===== config.mk =====
export PLATFORM = sky130hd
export DESIGN_NAME = instruction_prefetch_queue_flat
export DESIGN_NICKNAME = d
export VERILOG_FILES = /design/src/rtl/instruction_prefetch_queue_if.sv /design/src/rtl/instruction_prefetch_queue.sv /design/src/flat_wrapper.sv
export SDC_FILE = /design/constraint.sdc
export NUM_CORES = 1
export LEC_CHECK = 0
export BUFFER_PORTS_ARGS = -buffer_cell sky130_fd_sc_hd__buf_2
export CAP_MARGIN = 20
export CORE_MARGIN = 2
export CORE_UTILIZATION = 40
export CTS_BUF_LIST = sky130_fd_sc_hd__clkbuf_8
export CTS_CLUSTER_DIAMETER = 80
export DETAILED_ROUTE_END_ITERATION = 16
export MAX_ROUTING_LAYER = met4
export PLACE_DENSITY_LB_ADDON = 0.12
export SETUP_SLACK_MARGIN = 0.4
export SYNTH_ARGS = -nofsm -noshare
export SYNTH_HDL_FRONTEND = slang
export SYNTH_SLANG_ARGS = --single-unit
export TNS_END_PERCENT = 1

===== constraint.sdc =====
create_clock -name clock -period 3.6 [get_ports clock]
set_clock_uncertainty 0.15 [all_clocks]
set_input_delay 0.18 -clock clock [delete_from_list [all_inputs] [get_ports clock]]
set_output_delay 0.18 -clock clock [all_outputs]
set_load 0.02 [all_outputs]

===== src/rtl/instruction_prefetch_queue_if.sv =====
// Bundle of fetch-side memory bus, datapath instruction handshake and redirect signals.
// master = prefetch queue side, slave = memory/datapath environment side.
interface instruction_prefetch_queue_if #(
  parameter int unsigned DEPTH = 4
);
  localparam int unsigned CNT_W = $clog2(DEPTH) + 1;

  logic             imem_request;
  logic [31:0]      imem_address;
  logic             imem_grant;
  logic             imem_valid;
  logic [31:0]      imem_data;
  logic             instruction_valid;
  logic             instruction_ready;
  logic [31:0]      instruction;
  logic [31:0]      instruction_pc;
  logic             redirect;
  logic [31:0]      redirect_target;
  logic [CNT_W-1:0] queue_count;

  modport master (
    output imem_request, imem_address,
    input  imem_grant, imem_valid, imem_data,
    output instruction_valid, instruction, instruction_pc,
    input  instruction_ready,
    input  redirect, redirect_target,
    output queue_count
  );

  modport slave (
    input  imem_request, imem_address,
    output imem_grant, imem_valid, imem_data,
    input  instruction_valid, instruction, instruction_pc,
    output instruction_ready,
    output redirect, redirect_target,
    input  queue_count
  );
endinterface


===== src/rtl/instruction_prefetch_queue.sv =====
// Sequential instruction prefetcher: one outstanding fetch, DEPTH-entry {pc, insn} FIFO, redirect
// flush. Define PREFETCH_BYPASS_EN to forward a response straight to the datapath when empty.
module instruction_prefetch_queue #(
  parameter int unsigned DEPTH        = 4,
  parameter logic [31:0] RESET_VECTOR = 32'h0000_0000
) (
  input logic                          clock,
  input logic                          reset,
  instruction_prefetch_queue_if.master bus
);
  localparam int unsigned PtrW = $clog2(DEPTH);
  localparam int unsigned CntW = PtrW + 1;
  localparam logic [CntW-1:0] Full = CntW'(DEPTH);

  typedef enum logic [1:0] {StFetch, StWait, StDiscard} state_e;

  state_e            state_q, state_d;
  logic [31:0]       fetch_pc_q, fetch_pc_d;
  logic [31:0]       req_pc_q, req_pc_d;
  logic              req_q, req_d;
  logic [PtrW-1:0]   rd_ptr_q, rd_ptr_d, wr_ptr_q, wr_ptr_d;
  logic [CntW-1:0]   count_q, count_d;
  logic [31:0]       pc_mem   [DEPTH];
  logic [31:0]       data_mem [DEPTH];

  logic xfer, push, pop, head_valid, bypass_valid, bypass_take;
  logic unused_target_lsbs;

  assign unused_target_lsbs = ^bus.redirect_target[1:0];

  always_comb begin
    xfer       = req_q & bus.imem_grant;
    head_valid = (count_q != '0);
`ifdef PREFETCH_BYPASS_EN
    bypass_valid = (state_q == StWait) && !head_valid && bus.imem_valid && !bus.redirect;
`else
    bypass_valid = 1'b0;
`endif
    bypass_take = bypass_valid & bus.instruction_ready;
    push = (state_q == StWait) && bus.imem_valid && !bus.redirect && !bypass_take;
    pop  = head_valid && bus.instruction_ready && !bus.redirect;
  end

  always_comb begin
    state_d    = state_q;
    fetch_pc_d = fetch_pc_q;
    req_pc_d   = req_pc_q;
    rd_ptr_d   = rd_ptr_q;
    wr_ptr_d   = wr_ptr_q;
    count_d    = count_q;
    if (bus.redirect) begin
      fetch_pc_d = {bus.redirect_target[31:2], 2'b00};
      rd_ptr_d   = '0;
      wr_ptr_d   = '0;
      count_d    = '0;
      unique case (state_q)
        StFetch:   state_d = xfer ? StDiscard : StFetch;
        StWait:    state_d = bus.imem_valid ? StFetch : StDiscard;
        StDiscard: state_d = bus.imem_valid ? StFetch : StDiscard;
        default:   state_d = StFetch;
      endcase
    end else begin
      unique case (state_q)
        StFetch: begin
          if (xfer) begin
            req_pc_d   = fetch_pc_q;
            fetch_pc_d = fetch_pc_q + 32'd4;
            state_d    = StWait;
          end
        end
        StWait:    if (bus.imem_valid) state_d = StFetch;
        StDiscard: if (bus.imem_valid) state_d = StFetch;
        default:   state_d = StFetch;
      endcase
      if (push) wr_ptr_d = wr_ptr_q + PtrW'(1);
      if (pop)  rd_ptr_d = rd_ptr_q + PtrW'(1);
      unique case ({push, pop})
        2'b10:   count_d = count_q + CntW'(1);
        2'b01:   count_d = count_q - CntW'(1);
        default: count_d = count_q;
      endcase
    end
    // Request only when a slot is free for its response, so the queue can never overflow.
    req_d = (state_d == StFetch) && (count_d < Full);
  end

  always_ff @(posedge clock or negedge reset) begin
    if (!reset) begin
      state_q    <= StFetch;
      fetch_pc_q <= RESET_VECTOR;
      req_pc_q   <= RESET_VECTOR;
      req_q      <= 1'b0;
      rd_ptr_q   <= '0;
      wr_ptr_q   <= '0;
      count_q    <= '0;
    end else begin
      state_q    <= state_d;
      fetch_pc_q <= fetch_pc_d;
      req_pc_q   <= req_pc_d;
      req_q      <= req_d;
      rd_ptr_q   <= rd_ptr_d;
      wr_ptr_q   <= wr_ptr_d;
      count_q    <= count_d;
    end
  end

  // Storage needs no reset: entries are only observed through head_valid.
  always_ff @(posedge clock) begin
    if (push) begin
      pc_mem[wr_ptr_q]   <= req_pc_q;
      data_mem[wr_ptr_q] <= bus.imem_data;
    end
  end

  always_comb begin
    bus.imem_request      = req_q;
    bus.imem_address      = fetch_pc_q;
    bus.queue_count       = count_q;
    bus.instruction_valid = head_valid | bypass_valid;
    if (head_valid) begin
      bus.instruction    = data_mem[rd_ptr_q];
      bus.instruction_pc = pc_mem[rd_ptr_q];
    end else if (bypass_valid) begin
      bus.instruction    = bus.imem_data;
      bus.instruction_pc = req_pc_q;
    end else begin
      bus.instruction    = '0;
      bus.instruction_pc = '0;
    end
  end
endmodule


===== src/flat_wrapper.sv =====
// flat-port wrapper written by rule: the top's interface ports become plain ports
module instruction_prefetch_queue_flat 
#(
  parameter int unsigned DEPTH        = 4,
  parameter logic [31:0] RESET_VECTOR = 32'h0000_0000
)
  (clock, reset, bus_imem_request, bus_imem_address, bus_imem_grant, bus_imem_valid, bus_imem_data, bus_instruction_valid, bus_instruction, bus_instruction_pc, bus_instruction_ready, bus_redirect, bus_redirect_target, bus_queue_count);
  instruction_prefetch_queue_if #(.DEPTH(DEPTH)) bus_i ();
  input logic clock;
  input logic reset;
  output wire logic [$bits(bus_i.imem_request)-1:0] bus_imem_request;
  output wire logic [$bits(bus_i.imem_address)-1:0] bus_imem_address;
  input wire logic [$bits(bus_i.imem_grant)-1:0] bus_imem_grant;
  input wire logic [$bits(bus_i.imem_valid)-1:0] bus_imem_valid;
  input wire logic [$bits(bus_i.imem_data)-1:0] bus_imem_data;
  output wire logic [$bits(bus_i.instruction_valid)-1:0] bus_instruction_valid;
  output wire logic [$bits(bus_i.instruction)-1:0] bus_instruction;
  output wire logic [$bits(bus_i.instruction_pc)-1:0] bus_instruction_pc;
  input wire logic [$bits(bus_i.instruction_ready)-1:0] bus_instruction_ready;
  input wire logic [$bits(bus_i.redirect)-1:0] bus_redirect;
  input wire logic [$bits(bus_i.redirect_target)-1:0] bus_redirect_target;
  output wire logic [$bits(bus_i.queue_count)-1:0] bus_queue_count;
  assign bus_imem_request = bus_i.imem_request;
  assign bus_imem_address = bus_i.imem_address;
  assign bus_i.imem_grant = bus_imem_grant;
  assign bus_i.imem_valid = bus_imem_valid;
  assign bus_i.imem_data = bus_imem_data;
  assign bus_instruction_valid = bus_i.instruction_valid;
  assign bus_instruction = bus_i.instruction;
  assign bus_instruction_pc = bus_i.instruction_pc;
  assign bus_i.instruction_ready = bus_instruction_ready;
  assign bus_i.redirect = bus_redirect;
  assign bus_i.redirect_target = bus_redirect_target;
  assign bus_queue_count = bus_i.queue_count;
  instruction_prefetch_queue #(.DEPTH(DEPTH), .RESET_VECTOR(RESET_VECTOR)) u_core (.clock(clock), .reset(reset), .bus(bus_i));
endmodule

After elaboration in Yosys (flattened, before gate mapping)
Memories as Yosys holds them, arrays and structs flattened.
Index checks and enable logic that the tools add are counted.
{"block": "word_totals", "register_bits": 74, "latchBits": 0, "ramBits": 256, "output_inout_bits": 101, "mem_count": 2, "rom_bits": 0}
{"block": "op_classes", "eq_ne": 4, "n_div": 0, "n_shift": 0, "n_addsub": 5, "muxes": 20, "n_reduce_logical": 16, "magnitude_cmp": 1, "n_bitwise": 2, "mul": 0}
{"name": "u_core.data_mem", "words": 4, "word_bits": 32, "read_ports": 1, "rd_clocked_by_memory_dff": 0, "write_ports": 1, "line": "instruction_prefetch_queue.sv:24", "text": "logic [31:0] data_mem [DEPTH];"}
{"name": "u_core.pc_mem", "words": 4, "word_bits": 32, "read_ports": 1, "rd_clocked_by_memory_dff": 0, "write_ports": 1, "line": "instruction_prefetch_queue.sv:23", "text": "logic [31:0] pc_mem [DEPTH];"}
{"cell": "two-way mux 32 bit", "count": 5}
{"cell": "adder 32 x 3 -> 32 bit (second input constant)", "count": 1}
{"cell": "two-way mux 2 bit", "count": 9}
{"cell": "one-hot mux 2 bit (2 select lines)", "count": 2}
{"cell": "nonzero test 2 bit", "count": 4}
{"cell": "one-hot mux 3 bit (2 select lines)", "count": 1}
{"cell": "logical AND 1 bit", "count": 5}
{"cell": "adder 2 x 1 -> 2 bit (second input constant)", "count": 2}
{"cell": "equality test 2 x 1 -> 1 bit (second input constant)", "count": 2}
{"cell": "equality test 2 bit (second input constant)", "count": 2}
{"cell": "logical NOT 2 bit", "count": 2}
{"cell": "adder 3 x 1 -> 3 bit (second input constant)", "count": 1}
{"cell": "< comparator 3 bit (second input constant)", "count": 1}
{"cell": "two-way mux 3 bit", "count": 1}
{"cell": "AND reduction 3 bit", "count": 1}
{"cell": "nonzero test 3 bit", "count": 1}
{"cell": "subtractor 3 x 1 -> 3 bit (second input constant)", "count": 1}
{"cell": "two-way mux 1 bit", "count": 2}
{"cell": "AND reduction 2 bit", "count": 1}
{"cell": "OR reduction 2 bit", "count": 1}
{"cell": "bitwise AND 1 bit", "count": 1}
{"cell": "logical NOT 1 bit", "count": 1}
{"cell": "inverter 1 bit", "count": 1}

Longest topological paths before layout
{"block": "depth", "word_depth": 8, "ltp_mapped": 12, "depth_no_buf": 12}

Worst setup path before layout
OpenSTA, ideal clock, no wires.
{"block": "synth_timing", "path_kind": "register -> register", "start": "register u_core.state_q[1]", "end": "memory u_core.data_mem[0][0], enable pin", "setup_ns": 0.426, "slack_ns": 0.627, "path_stages_with_launch": 6, "period_less_slack_ns": 2.973, "arrival_time_ns": 2.396, "cell_sequence": "dfrtp_1 > inv_1 > ha_1 > nand2_1 > nor2_1 > and2_1"}
{"block": "synth_via", "elab_chain_len": 5}
{"element": "start: declaration", "line": "instruction_prefetch_queue.sv:17", "text": "state_e state_q, state_d;"}
{"element": "start signal: assignment", "line": "instruction_prefetch_queue.sv:89", "text": "state_q <= StFetch;"}
{"element": "start signal: assignment", "line": "instruction_prefetch_queue.sv:97", "text": "state_q <= state_d;"}
{"element": "equality test 2 x 1 -> 1 bit", "line": "instruction_prefetch_queue.sv:40", "text": "push = (state_q == StWait) && bus.imem_valid && !bus.redirect && !bypass_take;"}
{"element": "logical AND 1 bit (2 in series)", "line": "instruction_prefetch_queue.sv:40"}
{"element": "two-way mux 1 bit", "line": "instruction_prefetch_queue.sv:109", "text": "if (push) begin"}
{"element": "two-way mux 1 bit (implied by the code)", "line": "instruction_prefetch_queue.sv:111", "text": "data_mem[wr_ptr_q] <= bus.imem_data;"}
{"element": "end: declaration", "line": "instruction_prefetch_queue.sv:24"}
No other way between the ends.

Final worst setup path
{"block": "layout_timing", "start": "register u_core.rd_ptr_q[0]", "end": "output port bus_instruction[17]"}
{"block": "layout_via", "elab_chain_len": 2}
{"element": "start: declaration", "line": "instruction_prefetch_queue.sv:21", "text": "logic [PtrW-1:0] rd_ptr_q, rd_ptr_d, wr_ptr_q, wr_ptr_d;"}
{"element": "start signal: assignment", "line": "instruction_prefetch_queue.sv:101", "text": "rd_ptr_q <= rd_ptr_d;"}
{"element": "memory read (4 x 32 bit)"}
{"element": "two-way mux 32 bit", "line": "instruction_prefetch_queue.sv:120", "text": "if (head_valid) begin"}
{"element": "end: declaration", "line": "flat_wrapper.sv:17", "text": "output wire logic [$bits(bus_i.instruction)-1:0] bus_instruction;"}
No other way between the ends.

==> flow_summary.yaml <==
final_layout:
  syn2layout_area_growth_pct: 23.9
  sequential_cell_area_um2: 9210
  layout-drive-gt1-share_pct: 33.3
  finalInstanceArea_um2: 16000
  final_nets: 1096
  multi_input_comb_area_um2: 3520
  final.fill_count: 2724
clock_network:
  cts_hold_repair.buffers: 71
  post_cts.repair.setup_buffers: 0
  cts_inserted_buffers: 53
  worstSkewPairLatency_ns: 0.56
  clk_pin_slew_worst_paths_ns: 0.06
  tritoncts: "done"
  ctsRootBufferMaster: "clkbuf_8"
  cts_htree_levels: 2
  cts-resized-gates: 0
  cts_max_path_buffers: 3
  clock-sinks: 318
power:
  total_power_w: 0.00843
  irDropWorstVdd_mv: 0.252
  power_leakage_nw: 5.94
  power_density_nw_per_um2: 527
critical_path:
  crit_type: "flip-flop to primary output"
  critical_path.endpoint_type: "primary output"
  critical_path_cell_sequence: "buf_4 -> mux4_2 -> and2_1 -> buf_2"
  critical-path-slowest-cell: "dfrtp_4"
  cp.required_ns: 3.27
  critPathBufInv: 2
  critPathMaxStageDelay_ns: 0.81
  critPathArrivalTime_ns: 2.63
  crit_family: "flip-flops"
  worst-path-max-fanout: 26
  setup.worst_path.start_class: "flip-flop"
synth:
  yosys_warnings: 0
  synth_edf_count: 248
  synth.cell_area_um2: 12900
  synth_area_leaders: "edfxtp_1 58%, dfrtp_1 14%, mux4_2 11%, and2_1 3.2%, mux2_2 2.4%"
  async_reset_ff_share_pct: 22.0
  syn-instance-count: 744
  synthDominantCellAreaShare_pct: 57.6
  commonest_cells_in_the_netlist: "248 x edfxtp_1, 70 x dfrtp_1, 66 x and2_1"
  postSynthAreaPerCell_um2: 17.4
  netlist.top_cell.by_area: "edfxtp_1"
  synth.most_common_cell: "edfxtp_1"
  proportion_of_synthesized_chip_area_in_sequential_cells_pct: 71.2
  ys.flop_type: "edfxtp_1"
  ys_types: 46
  ys_seq_elements: 318
die:
  start_util_pct: 40.7
  top_level_i_o_count: 171
  floorplan.core_area_um2: 31700
  dieArea_um2: 33700
  die-width_um: 184
  placementRows: 65
  die_span_y_um: 184
sta:
  tightest_slew_ns: 0.982
  finalWorstPathRequiredPeriod_ns: 2.96
  final.setup.worst_slack_ns: 0.641
  drv_slew: 0
  setup_viol_count_final: 0
  timing.final.hold_violations: 0
  totalNegativeSetupSlack_ns: 0
  headroom_to_the_max_slew_limit_pct: 34.5
  max_freq_ghz: 0.338
  holdWs_ns: 0.153
  final_clock_period_utilization_by_the_worst_path_pct: 82.2
  grt_setup_unrepaired: "no"
detailed_routing:
  via_per_inst: 5.12
  drt_iter0_markers: 385
  route.antenna.remaining_nets: 0
  drt_first_pass_iters: 4
  drt_wl_total_um: 28900
  remaining_drc_errors: 0
  detail_route.wl_per_cell_um: 19.8
  via_count: 7481
global_routing:
  grt_pass1_wl_um: 45000
  grt_pass1_vias: 7885
  antenna_found_initial: 2
  grt_overflow: 0
  grt_max_degree: 71
  global_route_total_usage_across_every_layer_pct: 18.0
place:
  placed_area_um2: 14300
  gp_routability_congestion: 0.768
  dp_worst_setup_slack_ns: 0.877
  placement.io_buffers: 164
  dpl_wire_length_um: 17100
outcome:
  run_status: "completed"
hold_path:
  hold_path_class: "input port to asynchronous set/reset pin"
run:
  max_cap_violations: 0
-- sequential cells by signal, summed over array words and instances (netlist names), 2 cells and up --
signal,count
u_core.data_mem,128
u_core.state_q,2
u_core.rd_ptr_q,2
u_core.wr_ptr_q,2
u_core.bus.imem_address,30
u_core.req_pc_q,30
u_core.pc_mem,120
u_core.bus.queue_count,3
-- cells by family after synthesis --
logic type,synth area share [%]
buffers and inverters,1.75
other,0.0290
DFF,71.2
AOI/OAI and AO/OA,2.82
muxes,13.2
adders and majority gates,1.16
and+or+nand+nor,8.71
xor gates and xnor gates,1.08
-- final cells by class --
| cell class | count | share of cell area, % |
|---|---|---|
| timing repair buffer | 252 | 10.8 |
| sequential | 318 | 57.5 |
| tap | 402 | 3.14 |
| clock inverter | 37 | 1.09 |
| clock buffer | 60 | 5.16 |
| antenna | 2 | 0.0313 |
| inverter | 12 | 0.282 |
| multi-input combinational | 377 | 22.0 |
-- through the flow --
step	util [%]	instances
4_1_cts	50.4	1458
2_1_floorplan	-	747
6_report	50.4	1460
3_5_place_dp	45.0	1290
5_1_grt	50.4	1460
3_3_place_gp	45.0	1290
-- layout by cell type (no fill, tap or decap), types with 6 or more instances in the layout --
master,Yosys,routed
edfxtp_1,248,248
buf_2,7,163
dlygate4sd3_1,0,71
dfrtp_1,70,68
mux4_2,62,62
and2_1,66,62
clkbuf_8,0,60
inv_1,11,34
nand2_1,30,30
mux2_2,27,27
nor2_1,25,25
o21ai_0,23,23
nand3_1,15,15
or4_1,14,14
a31oi_1,14,14
buf_4,4,13
nand4_1,12,12
ha_1,12,12
o31ai_1,10,10
xnor2_1,9,9
clkinv_2,0,8
xor2_1,7,7
clkinv_1,1,6
a21oi_1,6,6
-- final timing paths --
| check | slack, ns | cells past startpoint | to | start |
|---|---|---|---|---|
| hold / removal | 0.15 | 2 | u_core.req_pc_q[15] | reset |
| setup / recovery | 0.64 | 4 | bus_instruction[17] | u_core.rd_ptr_q[0] |
| hold reg to reg | 0.36 | 0 | u_core.pc_mem[3][13] | u_core.req_pc_q[13] |
| setup reg to reg | 0.86 | 10 | u_core.bus.queue_count[2] | u_core.bus.queue_count[1] |
| max in group asynchronous | 2.40 | 2 | u_core.rd_ptr_q[0] | reset |
| min in group clock | 0.22 | 4 | u_core.bus.imem_address[10] | bus_redirect_target[10] |
-- per-layer routing --
layer	track usage [%]	share of wire [%]	vias to the layer above	routed length [µm]
met1	23.5	45	3782	12900
met3	3.31	4.7	40	1360
met4	4.83	1.5	0	424
met2	29.4	49	195	14200
met5	-	0	-	0
li1	-	-	3464	-
-- power by group --
group / switching [W] / total, W / internal (W)
Combinational: 0.000369 / 0.000735 / 0.000366
Sequential: 0.000306 / 0.00473 / 0.00442
Clock: 0.00138 / 0.00297 / 0.00159
Total: 0.00205 / 0.00843 / 0.00638
Power figures use the tool's default switching activity.
